## src/rtl/forward_scoreboard_pkg.sv

```systemverilog
// Shared types and helpers for the forwarding scoreboard: pipeline entry layout,
// the hard-wired zero register and the forward-select width function.
package forward_pkg;

  localparam logic [4:0] REG_ZERO = 5'd0;

  typedef struct packed {
    logic       valid;
    logic [4:0] rd;
    logic       regWrite;
    logic       memRead;
  } entry_t;

  function automatic int selWidth(input int depth);
    return $clog2(depth);
  endfunction

endpackage

```

## src/rtl/forward_scoreboard_if.sv

```systemverilog
// ID-stage query / forward-select bundle between the pipeline (master) and the scoreboard (slave).
// FWD_BRANCH_ID_EN adds id_branch and id_fwd for branch compares resolved in ID.
interface forward_scoreboard_if #(
  parameter int NUM_PORTS = 2,
  parameter int SEL_W     = 2
);
  logic                       ext_stall;
  logic                       flush;
  logic                       id_valid;
  logic [4:0]                 id_rd;
  logic                       id_regwrite;
  logic                       id_memread;
  logic [5*NUM_PORTS-1:0]     q_addr;
  logic [NUM_PORTS-1:0]       q_used;
  logic [SEL_W*NUM_PORTS-1:0] fwd_sel;
  logic                       hazard_stall;
  logic [15:0]                stall_count;
`ifdef FWD_BRANCH_ID_EN
  logic                       id_branch;
  logic [NUM_PORTS-1:0]       id_fwd;

  modport master (
    output ext_stall, flush, id_valid, id_rd, id_regwrite, id_memread, q_addr, q_used, id_branch,
    input  fwd_sel, hazard_stall, stall_count, id_fwd
  );
  modport slave (
    input  ext_stall, flush, id_valid, id_rd, id_regwrite, id_memread, q_addr, q_used, id_branch,
    output fwd_sel, hazard_stall, stall_count, id_fwd
  );
`else
  modport master (
    output ext_stall, flush, id_valid, id_rd, id_regwrite, id_memread, q_addr, q_used,
    input  fwd_sel, hazard_stall, stall_count
  );
  modport slave (
    input  ext_stall, flush, id_valid, id_rd, id_regwrite, id_memread, q_addr, q_used,
    output fwd_sel, hazard_stall, stall_count
  );
`endif
endinterface

```

## src/rtl/forward_scoreboard_match.sv

```systemverilog
// Youngest-match priority encoder for one ID source port against the in-flight entries.
module forward_match
  import forward_pkg::*;
#(
  parameter int DEPTH = 3,
  parameter int SEL_W = selWidth(DEPTH)
) (
  input  entry_t [DEPTH-1:0] entries,
  input  logic [4:0]         qAddr,
  input  logic               qUsed,
  output logic               hit,
  output logic [SEL_W-1:0]   hitIdx,
  output logic               hitMemRead
);

  logic [DEPTH-1:0] hitVec_s;

  // Per-entry producer match; register 0 is never a producer
  always_comb begin
    hitVec_s = {DEPTH{1'b0}};
    for (int k = 0; k < DEPTH; k++) begin
      hitVec_s[k] = entries[k].valid & entries[k].regWrite & (entries[k].rd != REG_ZERO)
                  & (entries[k].rd == qAddr) & qUsed;
    end
  end

  // Scan oldest to youngest so the youngest hit overwrites older ones
  always_comb begin
    hitIdx     = {SEL_W{1'b0}};
    hitMemRead = 1'b0;
    for (int k = DEPTH - 1; k >= 0; k--) begin
      hitIdx     = hitVec_s[k] ? SEL_W'(k) : hitIdx;
      hitMemRead = hitVec_s[k] ? entries[k].memRead : hitMemRead;
    end
  end

  assign hit = |hitVec_s;

endmodule

```

## src/rtl/forward_scoreboard.sv

```systemverilog
// Operand-forwarding scoreboard: tracks in-flight destinations, registers EX operand selects
// and requests load-use stalls. Optional FWD_BRANCH_ID_EN adds ID-stage branch forwarding.
module forward_scoreboard
  import forward_pkg::*;
#(
  parameter int NUM_PORTS = 2,
  parameter int DEPTH     = 3,
  parameter int SEL_W     = selWidth(DEPTH)
) (
  input logic                 clk,
  input logic                 rst,
  forward_scoreboard_if.slave sb
);

  localparam logic [SEL_W-1:0] ZERO_SEL = {SEL_W{1'b0}};
  localparam logic [SEL_W-1:0] ONE_SEL  = SEL_W'(1'b1);
  localparam logic [SEL_W-1:0] LAST_IDX = SEL_W'(DEPTH - 1);

  entry_t [DEPTH-1:0]         entries_r;
  logic [SEL_W*NUM_PORTS-1:0] fwdSel_r;
  logic [15:0]                stallCount_r;

  logic [NUM_PORTS-1:0]       hit_s;
  logic [NUM_PORTS-1:0]       hitMemRead_s;
  logic [SEL_W-1:0]           hitIdx_s [NUM_PORTS];
  logic [SEL_W*NUM_PORTS-1:0] fwdSelNext_s;
  logic                       loadUse_s;
  logic                       branchHaz_s;
  logic                       hazard_s;
  logic                       loadEntry_s;

  for (genvar p = 0; p < NUM_PORTS; p++) begin : g_port
    forward_match #(
      .DEPTH (DEPTH),
      .SEL_W (SEL_W)
    ) u_match (
      .entries    (entries_r),
      .qAddr      (sb.q_addr[p*5 +: 5]),
      .qUsed      (sb.q_used[p]),
      .hit        (hit_s[p]),
      .hitIdx     (hitIdx_s[p]),
      .hitMemRead (hitMemRead_s[p])
    );
  end

  // Load-use: the youngest producer is still a load sitting in EX
  always_comb begin
    loadUse_s = 1'b0;
    for (int p = 0; p < NUM_PORTS; p++) begin
      loadUse_s = loadUse_s | (hit_s[p] & (hitIdx_s[p] == ZERO_SEL) & hitMemRead_s[p]);
    end
  end

`ifdef FWD_BRANCH_ID_EN
  logic [NUM_PORTS-1:0] idFwd_s;

  // Branch in ID needs its operands one stage earlier than an ALU op
  always_comb begin
    branchHaz_s = 1'b0;
    idFwd_s     = {NUM_PORTS{1'b0}};
    for (int p = 0; p < NUM_PORTS; p++) begin
      branchHaz_s = branchHaz_s | (sb.id_branch & hit_s[p]
                    & ((hitIdx_s[p] == ZERO_SEL) | ((hitIdx_s[p] == ONE_SEL) & hitMemRead_s[p])));
      idFwd_s[p]  = hit_s[p] & (hitIdx_s[p] == ONE_SEL) & ~hitMemRead_s[p];
    end
  end

  assign sb.id_fwd = idFwd_s;
`else
  assign branchHaz_s = 1'b0;
`endif

  assign hazard_s    = sb.id_valid & ~sb.flush & (loadUse_s | branchHaz_s);
  assign loadEntry_s = sb.id_valid & ~sb.flush & ~hazard_s;

  // Next select: entry k becomes stage k+1 after the shift; a retiring producer reads the RF
  always_comb begin
    fwdSelNext_s = {(SEL_W*NUM_PORTS){1'b0}};
    for (int p = 0; p < NUM_PORTS; p++) begin
      if (loadEntry_s && hit_s[p] && (hitIdx_s[p] != LAST_IDX)) begin
        fwdSelNext_s[p*SEL_W +: SEL_W] = hitIdx_s[p] + ONE_SEL;
      end else begin
        fwdSelNext_s[p*SEL_W +: SEL_W] = ZERO_SEL;
      end
    end
  end

  // Pipeline shift, select and stall-counter registers; freeze holds everything
  always_ff @(posedge clk) begin
    if (rst) begin
      entries_r    <= {DEPTH{entry_t'(7'd0)}};
      fwdSel_r     <= {(SEL_W*NUM_PORTS){1'b0}};
      stallCount_r <= 16'd0;
    end else if (!sb.ext_stall) begin
      for (int k = 1; k < DEPTH; k++) begin
        entries_r[k] <= entries_r[k-1];
      end
      if (loadEntry_s) begin
        entries_r[0] <= '{valid: 1'b1, rd: sb.id_rd, regWrite: sb.id_regwrite, memRead: sb.id_memread};
      end else begin
        entries_r[0] <= entry_t'(7'd0);
      end
      fwdSel_r <= fwdSelNext_s;
      if (hazard_s && (stallCount_r != 16'hFFFF)) begin
        stallCount_r <= stallCount_r + 16'd1;
      end
    end
  end

  assign sb.fwd_sel      = fwdSel_r;
  assign sb.stall_count  = stallCount_r;
  assign sb.hazard_stall = hazard_s;

endmodule

```

## src/flat_wrapper.sv

```systemverilog
// flat-port wrapper written by rule: the top's interface ports become plain ports
module forward_scoreboard_flat import forward_pkg::*;
#(
  parameter int NUM_PORTS = 2,
  parameter int DEPTH     = 3,
  parameter int SEL_W     = selWidth(DEPTH)
)
  (clk, rst, sb_ext_stall, sb_flush, sb_id_valid, sb_id_rd, sb_id_regwrite, sb_id_memread, sb_q_addr, sb_q_used, sb_fwd_sel, sb_hazard_stall, sb_stall_count);
  forward_scoreboard_if #(.NUM_PORTS(NUM_PORTS), .SEL_W(SEL_W)) sb_i ();
  input logic clk;
  input logic rst;
  input wire logic [$bits(sb_i.ext_stall)-1:0] sb_ext_stall;
  input wire logic [$bits(sb_i.flush)-1:0] sb_flush;
  input wire logic [$bits(sb_i.id_valid)-1:0] sb_id_valid;
  input wire logic [$bits(sb_i.id_rd)-1:0] sb_id_rd;
  input wire logic [$bits(sb_i.id_regwrite)-1:0] sb_id_regwrite;
  input wire logic [$bits(sb_i.id_memread)-1:0] sb_id_memread;
  input wire logic [$bits(sb_i.q_addr)-1:0] sb_q_addr;
  input wire logic [$bits(sb_i.q_used)-1:0] sb_q_used;
  output wire logic [$bits(sb_i.fwd_sel)-1:0] sb_fwd_sel;
  output wire logic [$bits(sb_i.hazard_stall)-1:0] sb_hazard_stall;
  output wire logic [$bits(sb_i.stall_count)-1:0] sb_stall_count;
  assign sb_i.ext_stall = sb_ext_stall;
  assign sb_i.flush = sb_flush;
  assign sb_i.id_valid = sb_id_valid;
  assign sb_i.id_rd = sb_id_rd;
  assign sb_i.id_regwrite = sb_id_regwrite;
  assign sb_i.id_memread = sb_id_memread;
  assign sb_i.q_addr = sb_q_addr;
  assign sb_i.q_used = sb_q_used;
  assign sb_fwd_sel = sb_i.fwd_sel;
  assign sb_hazard_stall = sb_i.hazard_stall;
  assign sb_stall_count = sb_i.stall_count;
  forward_scoreboard #(.NUM_PORTS(NUM_PORTS), .DEPTH(DEPTH), .SEL_W(SEL_W)) u_core (.clk(clk), .rst(rst), .sb(sb_i));
endmodule
```

## config.mk

```make
export PLATFORM = sky130hd
export DESIGN_NAME = forward_scoreboard_flat
export DESIGN_NICKNAME = d
export VERILOG_FILES = /design/src/rtl/forward_scoreboard_pkg.sv /design/src/rtl/forward_scoreboard_if.sv /design/src/rtl/forward_scoreboard_match.sv /design/src/rtl/forward_scoreboard.sv /design/src/flat_wrapper.sv
export SDC_FILE = /design/constraint.sdc
export NUM_CORES = 1
export LEC_CHECK = 0
export BUFFER_PORTS_ARGS = -buffer_cell sky130_fd_sc_hd__buf_2
export CORE_MARGIN = 8
export CORE_UTILIZATION = 50
export CTS_BUF_LIST = sky130_fd_sc_hd__clkbuf_4 sky130_fd_sc_hd__clkbuf_8
export CTS_CLUSTER_SIZE = 25
export DETAILED_ROUTE_END_ITERATION = 10
export PLACE_DENSITY = 0.73
export SLEW_MARGIN = 20
export SYNTH_ARGS = -nofsm -noshare
export SYNTH_HDL_FRONTEND = slang
export SYNTH_SLANG_ARGS = --single-unit
export TNS_END_PERCENT = 1
```

## constraint.sdc

```tcl
create_clock -name clk -period 8.8 [get_ports clk]
set_input_delay 1.76 -clock clk [delete_from_list [all_inputs] [get_ports clk]]
set_output_delay 1.76 -clock clk [all_outputs]
set_load 0.05 [all_outputs]
```

==> summary.md <==
| Metric | Value |
|---|---|
| Status | completed |
| Worst EP arrival | 4500 ps |
| Largest net degree at the start of global routing | 38 |
| CP endpoint kind | output port |
| Final Skew | 6.38 ps |
| Starting Density | 0.507 |
| Sequential element share of the synthesized area | 0.375 |
| Endpoints failing setup | 0 |
| Area of the core | 4630 um^2 |
| Routed len/inst | 15.4 um |
| Yosys top cell area share | 0.375 |
| Fmax | 160 MHz |
| Max-Cap Viols | 0 |
| Final WS setup | 2540 ps |
| Final nets | 329 |
| Critical Path RT | 7040 ps |
| Pwr dens | 142 nW/um^2 |
| Setup WS pre-CTS | 2650 ps |
| EDFF count, synth | 0 |
| Vias in the first global route | 1963 |
| Commonest cells in the synthesized netlist | dfxtp_1 (44), nor2_1 (29), nand2_1 (20), xnor2_1 (19), mux2i_1 (17) |
| CTS root buf | clkbuf_8 |
| Max-slew violation count | 0 |
| Worst reg2reg path depth | 10 |
| Hold path endpoint | u_core.sb.fwd_sel[0] |
| Clk buf depth | 2 |
| Syn Std Cell Area | 2350 um^2 |
| Worst path top cell family by delay | simple AND/OR/NAND/NOR gates |
| Min Tclk post-route | 6260 ps |
| CTS tree | built |
| IO Port Bufs | 44 |
| Synth unique cells | 44 |
| CTS resizes | 0 |
| Critical Path, Cell by Cell | buf_2 -> xor2_1 -> nor4_1 -> and4_4 -> nand2b_1 -> ha_1 -> nand4_1 -> a21oi_1 -> nor2_1 -> a21oi_1 -> buf_2 |
| Worst Max-Slew Pin Slew | 904 ps |
| Fin. Hold Viols | 0 |
| Filler instances | 432 |
| Post-route setup TNS | 0 ps |
| Initial drt markers | 119 |
| Multi-input logic area | 1440 um^2 |
| Layout cell share with drive strength beyond 1 | 0.215 |
| Seq cells post-synth | 44 |
| First-pass GRT wire length | 9260 um |
| Antenna violations before repair | 0 |
| Num Clock Sinks | 44 |
| Top post-synthesis cells by area | dfxtp_1 (38%), mux2i_1 (7.2%), xnor2_1 (7.1%), xor2_1 (4.9%), nor2_1 (4.6%) |
| Post-route clock period utilization | 0.712 |
| Worst skew pair latency | 300 ps |
| Flop2flop setup slack | 5230 ps |
| CP Max Fanout | 6 |
| DIE AREA | 7140 um^2 |
| Register area | 881 um^2 |
| GPL Wtd Cong | 0.899 |
| Reg-to-reg endpoint | u_core.sb.stall_count[10] |
| Yosys top cell by area | dfxtp_1 |
| Crit start category | input pin |
| Area growth, synth to finish | 16.0% |
| Hold depth | 2 |
| Synth Flop Type | dfxtp_1 |
| HP Class | flop to flop |
| Critical Path Source | sb_q_addr[8] |
| DP Wirelength | 4080 um |
| Peak VDD IR | 0.0859 mV |
| RSZ-0062 raised after global routing | false |
| DRT Wirelength | 5480 um |
| DRC Markers | 0 |
| Chip Width | 84.5 um |
| # IOs | 45 |
| Hold-fix buffers, CTS | 0 |
| Congestion Overflow GR | 0 |
| H-tree depth | 2 |
| Setup Fix Bufs, Post-CTS | 0 |
| CTS clk-pin slew, worst paths | 80 ps |
| Post-Syn Nets | 286 |
| Die H | 84.5 um |
| Async SR Flop Fraction | 0 |
| # diodes | 0 |
| Ys Warns | 0 |
| Pre-antenna DRT Iters | 4 |
| Syn Area/Cell | 9.10 um^2 |
| Total number of vias | 2023 |
| Crit path kind | input pin to output port |
| Antenna viol nets, final | 0 |
| CTS buffer count | 5 |
| Row count | 25 |
| Global Route Usage Sum | 0.157 |
| Slowest library cell on the worst path | nor4_1 |
| Most common cell in the netlist | dfxtp_1 |
| Vias per Instance | 5.68 |
| Max incr delay on CP | 520 ps |
| CP bufs+invs | 2 |
| Syn Inst Count | 258 |
| Hold Crit Start | u_core.sb.fwd_sel[0] |
| Leak | 1.11 nW |
| Slew margin rel. | 0.392 |
| Critical R2R Launch | u_core.entries_r[5] |
-- worst register-to-register path, delay by kind of cell (launching register included) --
| kind | cells | cell delay (ps) |
|---|---|---|
| DFF | 1 | 490 |
| adders and majority gates | 1 | 230 |
| and+or+nand+nor | 5 | 1450 |
| AOI/OAI and AO/OA | 2 | 840 |
| muxes | 1 | 340 |
| xor gates and xnor gates | 1 | 120 |
-- registers in the layout (all words and copies together), names as in the netlist --
signal	count
u_core.entries_r	24
u_core.sb.fwd_sel	4
u_core.sb.stall_count	16
-- worst max-delay path by stage --
stage	endpoint	slack, ps	depth (start not counted)
6_report	sb_hazard_stall	2540	11
3_5_place_dp	sb_hazard_stall	2650	12
4_1_cts	sb_hazard_stall	2630	12
5_1_grt	sb_hazard_stall	2300	12
3_3_place_gp	sb_hazard_stall	2650	12
2_1_floorplan	sb_hazard_stall	2690	11
-- layout by cell type (no fill, tap or decap), types with 2 or more instances in the layout --
cell type / Yosys / routed
nor4_1: 4 / 4
o21ai_0: 10 / 10
ha_1: 4 / 4
xor2_1: 13 / 13
nor2_1: 29 / 29
o31ai_1: 3 / 3
nand3_1: 4 / 4
buf_2: 0 / 44
dfxtp_1: 44 / 44
o311ai_2: 0 / 2
nor3_1: 3 / 3
mux2i_1: 17 / 17
nor2b_1: 3 / 3
or4_1: 5 / 5
a21oi_1: 15 / 15
nand2b_1: 4 / 4
xnor2_1: 19 / 19
nand4_1: 10 / 10
or3_1: 12 / 12
a22o_1: 7 / 7
a32o_1: 2 / 2
clkbuf_8: 0 / 5
nand2_1: 20 / 20
-- metal layers --
| layer | vias to the layer above | part of all wire | track usage |
|---|---|---|---|
| met1 | 938 | 0.47 | 0.192 |
| li1 | 1019 | - | - |
| met4 | 0 | 0.012 | 0.0615 |
| met5 | - | 0 | 0 |
| met3 | 8 | 0.060 | 0.0468 |
| met2 | 58 | 0.46 | 0.252 |
-- layout make-up --
cell class | count | area share
clock buffer | 6 | 0.0280
clock inverter | 2 | 0.0129
inverter | 1 | 0.00138
multi-input combinational | 205 | 0.529
sequential | 44 | 0.323
tap | 54 | 0.0248
timing repair buffer | 44 | 0.0808
-- metrics by stage --
step                      utilization  cells  hold WS [ps]  total power [mW]  instance area, um^2
after floorplan                     -    258           454             0.225                 2350
after global placement          0.561    348           438             0.235                 2600
after detailed placement        0.561    348           446             0.236                 2600
after CTS                       0.585    356           466             0.390                 2710
after global routing            0.588    356           480             0.401                 2720
final                           0.588    356           458             0.387                 2720
-- report_power, final --
group / switching, mW / internal [mW] / total, mW
registers: 0.00237 / 0.201 / 0.203
logic: 0.0161 / 0.0125 / 0.0285
clock network: 0.0678 / 0.0874 / 0.155
-- cells by family (layout without fill, tap and decap cells) --
kind of cell,count (synthesis),count (layout),share of synthesized area
compound gates,45,45,0.130
xor+xnor,32,32,0.119
fa+ha+maj,4,4,0.0213
buf+inv,9,53,0.0176
flops,44,44,0.375
mux,19,19,0.0821
simple gates,105,105,0.254
Note: power is estimated with default switching activity, not from simulation.
